**config.mk**
```make
export PLATFORM = sky130hd
export DESIGN_NAME = mem_arbiter
export DESIGN_NICKNAME = d
export VERILOG_FILES = /design/src/rtl/mem_arbiter.sv
export SDC_FILE = /design/constraint.sdc
export NUM_CORES = 1
export LEC_CHECK = 0
export ABC_CLOCK_PERIOD_IN_PS = 29100
export CORE_AREA = 5 5 203 205
export DETAILED_ROUTE_END_ITERATION = 12
export DIE_AREA = 0 0 208 210
export GPL_ROUTABILITY_DRIVEN = 0
export GPL_TIMING_DRIVEN = 0
export SLEW_MARGIN = 20
export SYNTH_ARGS = -nofsm -noshare
export SYNTH_HDL_FRONTEND = slang
export SYNTH_SLANG_ARGS = --single-unit
```
**constraint.sdc**
```tcl
create_clock -name clk -period 29.1 [get_ports clk]
set_input_delay 5.82 -clock clk [delete_from_list [all_inputs] [get_ports clk]]
set_output_delay 5.82 -clock clk [all_outputs]
set_load 0.05 [all_outputs]
```
**src/rtl/mem_arbiter.sv**
```systemverilog
// Round-robin arbiter sharing one fixed-latency memory between a read-only
// fetch port and a read/write data port; one request outstanding at a time.
module mem_arbiter #(
  parameter int ADDR_W = 64,
  parameter int DATA_W = 64,
  parameter int LAT    = 2
) (
  input  logic              clk,
  input  logic              rst,
  input  logic              if_valid_i,
  input  logic [ADDR_W-1:0] if_addr_i,
  output logic              if_ready_o,
  output logic              if_rvalid_o,
  output logic [DATA_W-1:0] if_rdata_o,
  input  logic              dm_valid_i,
  input  logic              dm_we_i,
  input  logic [ADDR_W-1:0] dm_addr_i,
  input  logic [DATA_W-1:0] dm_wdata_i,
  output logic              dm_ready_o,
  output logic              dm_rvalid_o,
  output logic [DATA_W-1:0] dm_rdata_o,
  output logic              mem_en_o,
  output logic              mem_we_o,
  output logic [ADDR_W-1:0] mem_addr_o,
  output logic [DATA_W-1:0] mem_wdata_o,
  input  logic [DATA_W-1:0] mem_rdata_i
);

  typedef enum logic [1:0] {IDLE, ISSUE, WAIT, RESP} state_t;

  state_t            state_q, state_d;
  logic              last_dm_q, last_dm_d;
  logic              owner_dm_q, owner_dm_d;
  logic [3:0]        cnt_q, cnt_d;
  logic              mem_en_q, mem_en_d;
  logic              mem_we_q, mem_we_d;
  logic [ADDR_W-1:0] mem_addr_q, mem_addr_d;
  logic [DATA_W-1:0] mem_wdata_q, mem_wdata_d;
  logic              if_rvalid_q, if_rvalid_d;
  logic              dm_rvalid_q, dm_rvalid_d;
  logic [DATA_W-1:0] if_rdata_q, if_rdata_d;
  logic [DATA_W-1:0] dm_rdata_q, dm_rdata_d;
  logic              grant_if, grant_dm;
  logic [DATA_W-1:0] capture;

  // On a tie the port that did not win last time gets the grant.
  always_comb begin
    grant_if = 1'b0;
    grant_dm = 1'b0;
    if (state_q == IDLE && !rst) begin
      if (if_valid_i && (!dm_valid_i || last_dm_q)) begin
        grant_if = 1'b1;
      end else if (dm_valid_i) begin
        grant_dm = 1'b1;
      end
    end
  end

  assign capture = mem_we_q ? '0 : mem_rdata_i;

  always_comb begin
    state_d     = state_q;
    last_dm_d   = last_dm_q;
    owner_dm_d  = owner_dm_q;
    cnt_d       = cnt_q;
    mem_en_d    = 1'b0;
    mem_we_d    = mem_we_q;
    mem_addr_d  = mem_addr_q;
    mem_wdata_d = mem_wdata_q;
    if_rvalid_d = 1'b0;
    dm_rvalid_d = 1'b0;
    if_rdata_d  = if_rdata_q;
    dm_rdata_d  = dm_rdata_q;
    case (state_q)
      IDLE: begin
        if (grant_if) begin
          mem_addr_d  = if_addr_i;
          mem_we_d    = 1'b0;
          mem_wdata_d = '0;
          owner_dm_d  = 1'b0;
          last_dm_d   = 1'b0;
          mem_en_d    = 1'b1;
          state_d     = ISSUE;
        end else if (grant_dm) begin
          mem_addr_d  = dm_addr_i;
          mem_we_d    = dm_we_i;
          mem_wdata_d = dm_wdata_i;
          owner_dm_d  = 1'b1;
          last_dm_d   = 1'b1;
          mem_en_d    = 1'b1;
          state_d     = ISSUE;
        end
      end
      ISSUE: begin
        cnt_d   = 4'(LAT - 1);
        state_d = WAIT;
      end
      WAIT: begin
        if (cnt_q == 4'd0) begin
          if (owner_dm_q) begin
            dm_rdata_d  = capture;
            dm_rvalid_d = 1'b1;
          end else begin
            if_rdata_d  = capture;
            if_rvalid_d = 1'b1;
          end
          state_d = RESP;
        end else begin
          cnt_d = cnt_q - 4'd1;
        end
      end
      RESP: state_d = IDLE;
      default: state_d = IDLE;
    endcase
  end

  always_ff @(posedge clk or posedge rst) begin
    if (rst) begin
      state_q     <= IDLE;
      last_dm_q   <= 1'b1;
      owner_dm_q  <= 1'b0;
      cnt_q       <= 4'd0;
      mem_en_q    <= 1'b0;
      mem_we_q    <= 1'b0;
      mem_addr_q  <= '0;
      mem_wdata_q <= '0;
      if_rvalid_q <= 1'b0;
      dm_rvalid_q <= 1'b0;
      if_rdata_q  <= '0;
      dm_rdata_q  <= '0;
    end else begin
      state_q     <= state_d;
      last_dm_q   <= last_dm_d;
      owner_dm_q  <= owner_dm_d;
      cnt_q       <= cnt_d;
      mem_en_q    <= mem_en_d;
      mem_we_q    <= mem_we_d;
      mem_addr_q  <= mem_addr_d;
      mem_wdata_q <= mem_wdata_d;
      if_rvalid_q <= if_rvalid_d;
      dm_rvalid_q <= dm_rvalid_d;
      if_rdata_q  <= if_rdata_d;
      dm_rdata_q  <= dm_rdata_d;
    end
  end

  assign if_ready_o  = grant_if;
  assign dm_ready_o  = grant_dm;
  assign if_rvalid_o = if_rvalid_q;
  assign dm_rvalid_o = dm_rvalid_q;
  assign if_rdata_o  = if_rdata_q;
  assign dm_rdata_o  = dm_rdata_q;
  assign mem_en_o    = mem_en_q;
  assign mem_we_o    = mem_we_q;
  assign mem_addr_o  = mem_addr_q;
  assign mem_wdata_o = mem_wdata_q;

endmodule
```
# Yosys cells after proc, flatten, opt, wreduce, memory -nomap -nowiden
# Index checks and enable logic that the tools add are counted.
# op_classes
n_eq_ne,6
reduce_logical,14
n_mux,29
bitwise_logic,1
addsub,1
# ops
operator,n
64-bit two-way mux,5
1-bit two-way mux,18
2-bit case mux with 4 select lines,1
4-bit case mux with 2 select lines,1
2-bit two-way mux,3
2-bit AND reduction,3
3-bit AND reduction,2
2-bit equality test (second input constant),2
4-bit zero test,1
4-bit two-way mux,1
2-bit != test (second input constant),2
2-bit nonzero test,2
4-bit by 1-bit subtractor with 4-bit output (second input constant),1
3-bit != test (second input constant),1
2-bit by 1-bit equality test with 1-bit output (second input constant),1
1-bit logical AND,2
1-bit zero test,2
2-bit zero test,1
1-bit logical OR,1
1-bit inverter,1
# word_totals
out_inout_bits,262
word_cells,63
inputBits,261
reg_bits,268

# Logic depth before layout (Yosys ltp)
# logic_depth
depth_word,8
depth_mapped,9
depth_no_buf,6

# Worst setup path after synthesis
# OpenSTA, ideal clock, no wires.
# synth_timing
kind,input port to output port
from,input rst
to,output dm_ready_o
slack_ns,16.627
required_ns,23.280
n_path_buf,3
stages,5
arrival_time_ns,6.653
cell_sequence,nor2b_4 -> and3_1 -> buf_2 -> buf_6 -> buf_2
# synth_via
elab_chain_len,3
# synth_lines
item,line,rtl
"start, declared",9,"input logic rst,"
1-bit zero test (no source line),n/a,
1-bit logical AND,50,if (state_q == IDLE && !rst) begin
1-bit two-way mux,50,
"end, declared",19,"output logic dm_ready_o,"
# No other way between the ends.

# Worst setup path after layout
# Same ends and word-level chain as after synthesis.

==> impl_metrics.json <==
{
  "synth_nets": 1167,
  "antenna_found_initial": 12,
  "ir_drop_uv": 66.5,
  "clockPowerShare_pct": 16.8,
  "pin_count": 523,
  "cts_setup_buffers": 0,
  "insertion_delay_ns": 0.58,
  "die_h_um": 210,
  "status": "finished, final reports clean",
  "portBuffers": 522,
  "crit_path_max_fanout": 10,
  "syn_area_um2": 10400,
  "hold_viol_final": 0,
  "ant_nets": 0,
  "async_flop_share_pct": 100,
  "rrSetupSlack_ns": 26.89,
  "switching_share_pct": 48.3,
  "drc": 0,
  "wl_per_cell_um": 21.1,
  "utilization_pct": 44.3,
  "grt_pass1_vias": 9837,
  "hold_path.startpoint": "dm_rdata_o[39]",
  "die_w_um": 208,
  "post-place-ws_ns": 14.96,
  "finalNonFillerCells": 2011,
  "coreArea_um2": 39300,
  "tns_ns": 0,
  "rsz0062_at_grt": "false",
  "period_minus_slack_ns": 14.09,
  "timing.rr.start": "cnt_q[0]",
  "seqPwrFrac_pct": 27.3,
  "whs_ns": 0.475,
  "critPathRequiredTime_ns": 23.28,
  "combPwrFrac_pct": 56.0,
  "grt_max_degree": 81,
  "vias": 9256,
  "hpwlAfterDp_mm": 33.3,
  "clockRootBuffer": "clkbuf_16",
  "cts_max_level": 1,
  "syn_inst": 900,
  "grt_overflow": 0,
  "clk_pin_slew_worst_paths_ns": 0.06,
  "placed_cells": 1950,
  "timing_worst_setup_path_type": "in -> out",
  "syn_avg_cell_area_um2": 11.5,
  "period_share_pct": 48.4,
  "cts.sinks": 268,
  "dr.pass1.iters": 9,
  "critPathSlowestCell": "clkdlybuf4s50_1",
  "row_count": 73,
  "ctsHoldBuffers": 0,
  "tightest_slew_ns": 0.655,
  "ys_warn_count": 0,
  "whs_path_depth": 2,
  "area_growth_pct": 68.0,
  "tritoncts": "yes",
  "initial_core_util_pct": 26.4,
  "first_iter_violations": 667,
  "hp-class": "reg -> reg",
  "cp.buffers_inverters": 5,
  "worstPathArrival_ns": 8.27,
  "fin_ws_ns": 15.01,
  "cp-end-kind": "output pin",
  "timing.rr.end": "if_rdata_o[17]",
  "place_area_um2": 16300,
  "cp_slowest_stage_delay_ns": 0.90,
  "p_sw_mw": 1.16,
  "synth_edf_count": 0,
  "slew_viol_final": 0,
  "drv_cap": 0,
  "cts_max_path_buffers": 3,
  "p_total_mw": 2.41,
  "setup_viol": 0,
  "synth_cell_types": 30,
  "holdPathEnd": "dm_rdata_o[39]",
  "drive_gt1_share_pct": 6.81,
  "die_area_um2": 43700,
  "r2r_cells": 7,
  "synth_flop_cell": "dfrtp_1",
  "finalNetCount": 1725,
  "post_drt_via_cell_ratio": 4.60,
  "cts_resized": 0,
  "power.internal_mw": 1.25,
  "wl_mm": 42.4,
  "crit_family": "buffers and inverters",
  "ys_seq_area_share_pct": 64.8,
  "fmax_mhz": 71.0,
  "leakage_nw": 7.88,
  "grt_first_pass_wirelength_mm": 62.6,
  "startpoint_type": "primary input",
  "fin_worst_skew_ns": 0.0332,
  "slew_headroom_pct": 56.2,
  "stdcell_area_um2": 17400,
  "numCtsBuffers": 31,
  "path_cells": "clkdlybuf4s50_1 > nor2b_4 > and3_1 > buf_2 > buf_6 > buf_2 > clkdlybuf4s50_1",
  "gr-usage-all-layers_pct": 18.5,
  "powerDensity_nw_per_um2": 138,
  "ys_ff_latch": 268
}
state kept, by name (all words and copies together) (netlist names):
register     cells
cnt_q            4
dm_rdata_o      64
dm_rvalid_o      1
if_rdata_o      64
if_rvalid_o      1
last_dm_q        1
mem_addr_o      64
mem_en_o         1
mem_wdata_o     64
mem_we_o         1
owner_dm_q       1
state_q          2
cell usage after synthesis (2+ instances only):
master    instances  area share, %
buf_2            28            1.4
a22o_1           66            5.6
nand2b_1         66            4.0
clkbuf_1         34            1.2
a222oi_1         64            6.2
buf_6             7           0.76
o31ai_1           2           0.14
nand2_1         132            4.8
dfrtp_1         267             65
buf_1             2          0.072
buf_4             2           0.14
nor2b_1           2           0.12
inv_1            72            2.6
nor2_1            4           0.14
ha_1              6           0.72
o21ai_0         129            6.2
and3_1            2           0.12
a21oi_1           3           0.14
power by group through the flow:
stage,Sequential [mW],Combinational [mW],Clock (mW)
floorplan,1.25,0.250,0
global placement,0.657,1.35,0
detailed placement,0.662,1.36,0
CTS,0.658,1.36,0.414
global route,0.679,1.41,0.431
finish,0.657,1.35,0.404
worst max-delay path by stage:
stage / depth (start not counted) / start / end
global placement: 2 / rst / dm_rdata_o[42]
floorplan: 1 / rst / cnt_q[0]
detailed placement: 7 / rst / dm_ready_o
finish: 7 / rst / dm_ready_o
CTS: 7 / rst / dm_ready_o
global route: 7 / rst / dm_ready_o
per-layer routing:
layer  vias to the layer above  share of wire [%]  global-route usage (%)  wire length (µm)
li1                       4291                  -                       -                 -
met1                      4459                 37                    20.8             15800
met2                       412                 50                    32.3             21100
met3                        76                9.4                    6.95              4000
met4                        18                3.3                    6.43              1410
met5                         -               0.29                       0               125
cells in the final DEF (no fill, tap or decap), drive strengths merged, types with 2 or more instances in the layout:
cell type,count
a222oi,64
and3,2
nand2,132
nor2b,3
buf,42
clkbuf,73
dfrtp,267
clkdlybuf4s50,522
ha,6
clkinvlp,3
inv,74
o31ai,2
clkinv,10
a21oi,3
nand2b,66
diode,3
bufinv,4
a22o,66
nor2,4
o21ai,131
tightest hold or removal path, cell delays in order (launching register included):
cell and delay, ns:
dfrtp_1 0.34, nand2_1 0.04, o21ai_0 0.05
logic make-up after synthesis:
group	synth area share [%]
buf+inv	6.17
mux	0.205
simple gates	9.64
flops	64.8
fa+ha+maj	0.725
compound gates	18.5
area by class of cell:
class,count,area (µm²)
fillers,3722,21900
flip-flops and latches,268,6710
repair buffers,525,5310
multi-input cells,487,3010
clock buffers,39,846
well taps,525,657
plain buffers,73,370
inverters,72,278
clock inverters,19,214
diodes,3,7.51
Power figures use the tool's default switching activity.
